File: src/rtl/eyeriss_pkg.sv
// Shared constants, types and dimension helpers for the eyeriss psum drain path.
package eyeriss_pkg;

  localparam int G_ARRAY_HEIGHT     = 5;
  localparam int G_ARRAY_WIDTH      = 6;
  localparam int G_TOP_BITS         = 2;
  localparam int G_BOT_BITS         = 14;
  localparam int G_KERNEL_SIZE      = 5;
  localparam int G_IMAGE_HEIGHT     = 28;
  localparam int G_IMAGE_WIDTH      = 28;
  localparam int G_OFMAP_ADDR_WIDTH = 10;

  localparam int DATA_WIDTH = G_TOP_BITS + G_BOT_BITS;

  typedef logic [DATA_WIDTH-1:0] psum_t;

  typedef enum logic [1:0] {IDLE, RUN, DONE} collector_state_e;

  function automatic int out_dim(input int image, input int kernel);
    return image - kernel + 1;
  endfunction

  function automatic int row_stride(input int height, input int width, input int kernel);
    return height + width - kernel;
  endfunction

  localparam int OUT_HEIGHT = out_dim(G_IMAGE_HEIGHT, G_KERNEL_SIZE);
  localparam int OUT_WIDTH  = out_dim(G_IMAGE_WIDTH, G_KERNEL_SIZE);
  localparam int ROW_STRIDE = row_stride(G_ARRAY_HEIGHT, G_ARRAY_WIDTH, G_KERNEL_SIZE);

endpackage

File: src/rtl/psum_collector_if.sv
// Bundle of per-column show-ahead FIFO signals and the ofmap buffer write port.
interface psum_collector_if #(
  parameter int W  = eyeriss_pkg::G_ARRAY_WIDTH,
  parameter int AW = eyeriss_pkg::G_OFMAP_ADDR_WIDTH
);
  import eyeriss_pkg::*;

  logic [0:W-1]  psum_empty_i;
  psum_t [0:W-1] psum_i;
  logic [0:W-1]  psum_rd_en_o;
  logic          ofmap_wr_en_o;
  logic [AW-1:0] ofmap_wr_addr_o;
  logic [31:0]   ofmap_wr_data_o;

  modport slave (
    input  psum_empty_i, psum_i,
    output psum_rd_en_o, ofmap_wr_en_o, ofmap_wr_addr_o, ofmap_wr_data_o
  );

  modport master (
    output psum_empty_i, psum_i,
    input  psum_rd_en_o, ofmap_wr_en_o, ofmap_wr_addr_o, ofmap_wr_data_o
  );
endinterface

File: src/rtl/psum_collector_rr_arbiter.sv
// Round-robin arbiter: one-hot grant to the first requester after the last winner.
module psum_rr_arbiter
  import eyeriss_pkg::*;
#(
  parameter int N = G_ARRAY_WIDTH
) (
  input  logic         clk_i,
  input  logic         rst_ni,
  input  logic         clear_i,
  input  logic         advance_i,
  input  logic [0:N-1] req_i,
  output logic [0:N-1] gnt_o
);
  localparam int PW = $clog2(N);

  logic [PW-1:0] r_last;
  logic [PW-1:0] w_win;

  always_comb begin : grant_search
    logic found;
    int   idx;
    found = 1'b0;
    idx   = 0;
    gnt_o = '0;
    w_win = r_last;
    for (int i = 1; i <= N; i++) begin
      idx = (int'(r_last) + i) % N;
      if (!found && req_i[idx]) begin
        found      = 1'b1;
        gnt_o[idx] = 1'b1;
        w_win      = PW'(idx);
      end
    end
  end

  // Parking the pointer on N-1 gives column 0 first priority.
  always_ff @(posedge clk_i or negedge rst_ni) begin
    if (!rst_ni) begin
      r_last <= PW'(N - 1);
    end else if (clear_i) begin
      r_last <= PW'(N - 1);
    end else if (advance_i) begin
      r_last <= w_win;
    end
  end
endmodule

File: src/rtl/psum_collector.sv
// Drains the per-column psum FIFOs into a linear ofmap buffer (row*OUT_WIDTH+col).
// Optional macro PSUM_COLLECTOR_RELU_EN clamps negative written values to zero.
module psum_collector
  import eyeriss_pkg::*;
(
  input  logic            clk_i,
  input  logic            rst_ni,
  input  logic            start_i,
  psum_collector_if.slave bus,
  output logic            busy_o,
  output logic            done_o,
  output logic            err_o
);
  localparam int W  = G_ARRAY_WIDTH;
  localparam int IW = $clog2(W);
  localparam int CW = $clog2(OUT_WIDTH);
  localparam int PW = 8;
  localparam int TW = $clog2(OUT_HEIGHT * OUT_WIDTH + 1);
  localparam int AW = G_OFMAP_ADDR_WIDTH;
  localparam logic [TW-1:0] TOTAL_WORDS = TW'(OUT_HEIGHT * OUT_WIDTH);

  collector_state_e r_state;
  logic [CW-1:0]    r_col_cnt  [W];
  logic [PW-1:0]    r_pass_cnt [W];
  logic [TW-1:0]    r_total;
  logic             r_wr_en;
  logic [AW-1:0]    r_wr_addr;
  logic [31:0]      r_wr_data;
  logic             r_err;

  logic             w_clear;
  logic             w_pop;
  logic [0:W-1]     w_req;
  logic [0:W-1]     w_gnt;
  logic [IW-1:0]    w_gnt_idx;
  logic [31:0]      w_row;
  logic             w_in_range;
  logic [31:0]      w_data_ext;

  assign w_clear = start_i && (r_state != RUN);
  assign w_req   = (r_state == RUN) ? ~bus.psum_empty_i : '0;
  assign w_pop   = |w_gnt;

  psum_rr_arbiter #(.N(W)) u_arb (
    .clk_i     (clk_i),
    .rst_ni    (rst_ni),
    .clear_i   (w_clear),
    .advance_i (w_pop),
    .req_i     (w_req),
    .gnt_o     (w_gnt)
  );

  always_comb begin
    w_gnt_idx = '0;
    for (int c = 0; c < W; c++) begin
      if (w_gnt[c]) w_gnt_idx = IW'(c);
    end
  end

  assign w_row      = 32'(w_gnt_idx) + 32'(r_pass_cnt[w_gnt_idx]) * 32'(ROW_STRIDE);
  assign w_in_range = w_row < 32'(OUT_HEIGHT);

  always_comb begin
    w_data_ext = {{(32-DATA_WIDTH){bus.psum_i[w_gnt_idx][DATA_WIDTH-1]}}, bus.psum_i[w_gnt_idx]};
`ifdef PSUM_COLLECTOR_RELU_EN
    if (w_data_ext[31]) w_data_ext = '0;
`endif
  end

  // Pass counter saturates so a runaway column can never wrap back into a legal row.
  for (genvar gi = 0; gi < W; gi++) begin : g_col
    always_ff @(posedge clk_i or negedge rst_ni) begin
      if (!rst_ni) begin
        r_col_cnt[gi]  <= '0;
        r_pass_cnt[gi] <= '0;
      end else if (w_clear) begin
        r_col_cnt[gi]  <= '0;
        r_pass_cnt[gi] <= '0;
      end else if (w_gnt[gi]) begin
        if (r_col_cnt[gi] == CW'(OUT_WIDTH - 1)) begin
          r_col_cnt[gi] <= '0;
          if (r_pass_cnt[gi] != '1) r_pass_cnt[gi] <= r_pass_cnt[gi] + 1'b1;
        end else begin
          r_col_cnt[gi] <= r_col_cnt[gi] + 1'b1;
        end
      end
    end
  end

  always_ff @(posedge clk_i or negedge rst_ni) begin
    if (!rst_ni) begin
      r_state   <= IDLE;
      r_total   <= '0;
      r_wr_en   <= 1'b0;
      r_wr_addr <= '0;
      r_wr_data <= '0;
      r_err     <= 1'b0;
    end else begin
      r_wr_en <= w_pop && w_in_range;
      if (w_pop && w_in_range) begin
        r_wr_addr <= AW'(w_row * 32'(OUT_WIDTH) + 32'(r_col_cnt[w_gnt_idx]));
        r_wr_data <= w_data_ext;
      end
      if (w_pop && !w_in_range) r_err <= 1'b1;
      if (r_wr_en) r_total <= r_total + 1'b1;

      // Finish only once the last accepted word has left the write register.
      unique case (r_state)
        IDLE, DONE: begin
          if (start_i) begin
            r_state <= RUN;
            r_total <= '0;
            r_err   <= 1'b0;
          end
        end
        RUN: begin
          if (r_total == TOTAL_WORDS && !r_wr_en) r_state <= DONE;
        end
        default: r_state <= IDLE;
      endcase
    end
  end

  assign bus.psum_rd_en_o    = w_gnt;
  assign bus.ofmap_wr_en_o   = r_wr_en;
  assign bus.ofmap_wr_addr_o = r_wr_addr;
  assign bus.ofmap_wr_data_o = r_wr_data;
  assign busy_o              = (r_state == RUN);
  assign done_o              = (r_state == DONE);
  assign err_o               = r_err;
endmodule
File: src/flat_wrapper.sv
// flat-port wrapper written by rule: the top's interface ports become plain ports
module psum_collector_flat import eyeriss_pkg::*;
  (clk_i, rst_ni, start_i, busy_o, done_o, err_o, bus_psum_empty_i, bus_psum_i, bus_psum_rd_en_o, bus_ofmap_wr_en_o, bus_ofmap_wr_addr_o, bus_ofmap_wr_data_o);
  psum_collector_if bus_i ();
  input  logic clk_i;
  input  logic rst_ni;
  input  logic start_i;
  output logic busy_o;
  output logic done_o;
  output logic err_o;
  input wire logic [$bits(bus_i.psum_empty_i)-1:0] bus_psum_empty_i;
  input wire logic [$bits(bus_i.psum_i)-1:0] bus_psum_i;
  output wire logic [$bits(bus_i.psum_rd_en_o)-1:0] bus_psum_rd_en_o;
  output wire logic [$bits(bus_i.ofmap_wr_en_o)-1:0] bus_ofmap_wr_en_o;
  output wire logic [$bits(bus_i.ofmap_wr_addr_o)-1:0] bus_ofmap_wr_addr_o;
  output wire logic [$bits(bus_i.ofmap_wr_data_o)-1:0] bus_ofmap_wr_data_o;
  assign bus_i.psum_empty_i = bus_psum_empty_i;
  assign bus_i.psum_i = bus_psum_i;
  assign bus_psum_rd_en_o = bus_i.psum_rd_en_o;
  assign bus_ofmap_wr_en_o = bus_i.ofmap_wr_en_o;
  assign bus_ofmap_wr_addr_o = bus_i.ofmap_wr_addr_o;
  assign bus_ofmap_wr_data_o = bus_i.ofmap_wr_data_o;
  psum_collector u_core (.clk_i(clk_i), .rst_ni(rst_ni), .start_i(start_i), .bus(bus_i), .busy_o(busy_o), .done_o(done_o), .err_o(err_o));
endmodule
File: config.mk
export PLATFORM = sky130hd
export DESIGN_NAME = psum_collector_flat
export DESIGN_NICKNAME = d
export VERILOG_FILES = /design/src/rtl/eyeriss_pkg.sv /design/src/rtl/psum_collector_if.sv /design/src/rtl/psum_collector_rr_arbiter.sv /design/src/rtl/psum_collector.sv /design/src/flat_wrapper.sv
export SDC_FILE = /design/constraint.sdc
export NUM_CORES = 1
export LEC_CHECK = 0
export CAP_MARGIN = 10
export CELL_PAD_IN_SITES_DETAIL_PLACEMENT = 0
export CELL_PAD_IN_SITES_GLOBAL_PLACEMENT = 1
export CORE_MARGIN = 1
export CORE_UTILIZATION = 42
export CTS_CLUSTER_SIZE = 25
export DETAILED_ROUTE_END_ITERATION = 6
export PLACE_DENSITY_LB_ADDON = 0.08
export SYNTH_ARGS = -nofsm -noshare
export SYNTH_HDL_FRONTEND = slang
export SYNTH_HIERARCHICAL = 1
export SYNTH_SLANG_ARGS = --single-unit
export TNS_END_PERCENT = 5
File: constraint.sdc
create_clock -name clk_i -period 9.5 [get_ports clk_i]
set_input_delay 2.85 -clock clk_i [delete_from_list [all_inputs] [get_ports clk_i]]
set_output_delay 2.85 -clock clk_i [all_outputs]
set_load 0.02 [all_outputs]
==> flow_summary.ini <==
[yosys]
synth_flop_cell = dfrtp_1
synthesis.nets = 1207
synth-async-reset-ratio = 1.00
synth-edff-count = 0
syn_inst = 1046
yosysMostFrequentCell = dfrtp_1
ys_seq_area_frac = 0.319
ys_top_cells_by_count = 119 x dfrtp_1, 115 x nor2_1, 89 x mux2i_1
synth-seq-cells = 121
ys_warn_count = 6
synth_cell_types = 88
synth_top_cell_by_area = dfrtp_1
syn_area_mm2 = 0.00950
synthTopCellsByArea = dfrtp_1 31%, mux2i_1 9.4%, ha_1 6.8%, nor2_1 4.5%, xor2_1 4.2%
synth.avg_cell_area_um2 = 9.08
synth_top_area_frac = 0.313

[routing]
totalWireLength_um = 26200
wl_per_cell_um = 17.2
route.detailed.drc = 20
drtIter0Drc = 518
drtPass1Iterations = 7
vias = 8494
viasPerCell = 5.56
antenna_left = 0

[critical_path]
critPathArrivalTime_ps = 6450
cp-end-kind = output port
ff2ff_path_depth = 37
r2r_end = u_core/bus.ofmap_wr_data_o[13]$_DFFE_PN0P_
crit_path_max_fanout = 4
endpoint = bus_psum_rd_en_o[0]
r2r_start = u_core/u_arb/r_last[1]$_DFFE_PN0P_
crit_required_ps = 6650
criticalPathCategory = primary input to output port
startpoint = bus_psum_empty_i[0]
cp-start-kind = primary input
r2r_slack_ps = 1120

[cts]
cts_htree_levels = 4
clock_latency_ps = 410
clk_path_buf_depth = 2
numCtsBuffers = 17
path_clk_slew_ps = 60
cts_tree = yes
numClockSinks = 121
cts-root-buf = clkbuf_16

[placed_design]
dp_hpwl_um = 19700
routabilityCongestion = 0.877
port_buffers = 156
dp_cells = 1489

[sta]
finClkSkew_ps = 10.4
period_needed_ps = 9300
tightest_slew_ps = 976
max_freq_mhz = 108
drv_slew = 0
setup_viol = 0
slew_headroom = 0.349
fin_crit_sh = 0.979
hold_viol_final = 0

[cells_and_area]
diodes = 0
syn2layout_area_growth_pct = 30.7
post_route_cells_drive_above_1_share = 0.136
utilization = 0.564
fin_nets = 1396
fin_cells = 1527

[floorplanning]
die_h_um = 152
die_area_mm2 = 0.0232
core_area_mm2 = 0.0220
rows = 54
start_util = 0.431
die-width_um = 152
ios = 157

[status]
violations = design-rule violations
status = finished, violations left

[global_routing]
antenna_found_initial = 0
grt_max_degree = 77
grt_pass1_wl_um = 42000
track_usage = 0.226
grt_pass1_vias = 8045
overflow = 0

[min_path]
hold_class = flop to flop

[flow_run]
maxCapViolCount = 0
-- how the worst min path moves through the flow --
stage	start	slack (ps)	end	cells after the start
floorplan	u_core/r_pass_cnt[8]$_DFFE_PN0P_	490	u_core/r_pass_cnt[8]$_DFFE_PN0P_	1
CTS	u_core/bus.ofmap_wr_addr_o[9]$_DFFE_PN0P_	490	u_core/bus.ofmap_wr_addr_o[9]$_DFFE_PN0P_	1
finish	u_core/bus.ofmap_wr_addr_o[9]$_DFFE_PN0P_	480	u_core/bus.ofmap_wr_addr_o[9]$_DFFE_PN0P_	1
global route	u_core/bus.ofmap_wr_addr_o[1]$_DFFE_PN0P_	510	u_core/bus.ofmap_wr_addr_o[1]$_DFFE_PN0P_	1
detailed placement	u_core/bus.ofmap_wr_addr_o[9]$_DFFE_PN0P_	480	u_core/bus.ofmap_wr_addr_o[9]$_DFFE_PN0P_	1
global placement	u_core/bus.ofmap_wr_data_o[8]$_DFFE_PN0P_	470	u_core/bus.ofmap_wr_data_o[8]$_DFFE_PN0P_	1
-- what timing repair did --
| item | CTS | global route |
|---|---|---|
| setup buffers | 0 | 4 |
| hold buffers | 0 | 0 |
| gates resized for setup | 0 | 13 |
| setup endpoints to repair | 0 | 28 |
| endpoints found under the hold margin | 0 | 0 |
-- worst max-delay path: stages --
cell	delay [ps]
clkdlybuf4s50_1	450
nor2_1	70
mux2_2	310
a2111oi_1	370
a221oi_1	110
or3b_1	450
nand3b_1	220
nor3_2	270
a221oi_1	210
buf_4	190
mux2i_4	150
buf_4	180
clkdlybuf4s50_1	610
-- cells by family (layout without fill, tap and decap cells) --
family,count (synthesis),count (layout),share of synthesized area
AOI/OAI and AO/OA,213,213,0.148
xor gates and xnor gates,70,70,0.0653
adders and majority gates,56,56,0.0769
buffers and inverters,107,308,0.0546
DFF,121,121,0.319
muxes,132,132,0.154
and+or+nand+nor,347,347,0.182
-- per-layer routing --
metal / up-vias / GRT usage / routed length (um) / part of all wire
met5: - / 0 / 0 / 0
met4: 0 / 0.0519 / 266 / 0.010
met3: 19 / 0.0395 / 1250 / 0.048
met2: 209 / 0.370 / 12300 / 0.47
met1: 4100 / 0.311 / 12400 / 0.47
li1: 4166 / - / - / -
-- through the flow --
step | setup WS, ps | TNS (ps) | instance area [um2] | hold slack, ps
after floorplan | 10.6 | 0 | 9560 | 490
after global placement | -4.74 | -26.5 | 11700 | 467
after detailed placement | -154 | -3280 | 11700 | 478
after CTS | 165 | 0 | 12300 | 492
after global routing | -24.7 | -274 | 12400 | 508
final | 199 | 0 | 12400 | 484
-- layout by cell type, fill, tap and decap left out, drive strengths merged, types with 23 or more instances in the layout --
cell / count
nand2: 80
o21ai: 56
xor2: 47
dfrtp: 119
xnor2: 23
mux2: 35
nand3: 34
nor2: 117
ha: 52
clkdlybuf4s50: 155
a21oi: 52
inv: 44
buf: 78
mux2i: 89
-- sequential cells by signal, indices dropped and copies added (netlist names) --
name,count
u_core/u_arb/r_last,3
u_core/bus.ofmap_wr_en_o,1
u_core/bus.ofmap_wr_addr_o,10
u_core/err_o,1
u_core/bus.ofmap_wr_data_o,16
u_core/r_pass_cnt,48
u_core/r_total,10
u_core/r_col_cnt,30
u_core/r_state,2
-- cell type report --
class	count	area [um2]
clock buffers	19	453
clock inverters	12	163
fillers	2003	9610
inverters	42	158
multi-input cells	818	6040
flip-flops and latches	121	3030
well taps	280	350
repair buffers	235	2220
Power is not shown: default switching activity piles up to over one toggle a cycle in this logic, so the estimate is an artifact.
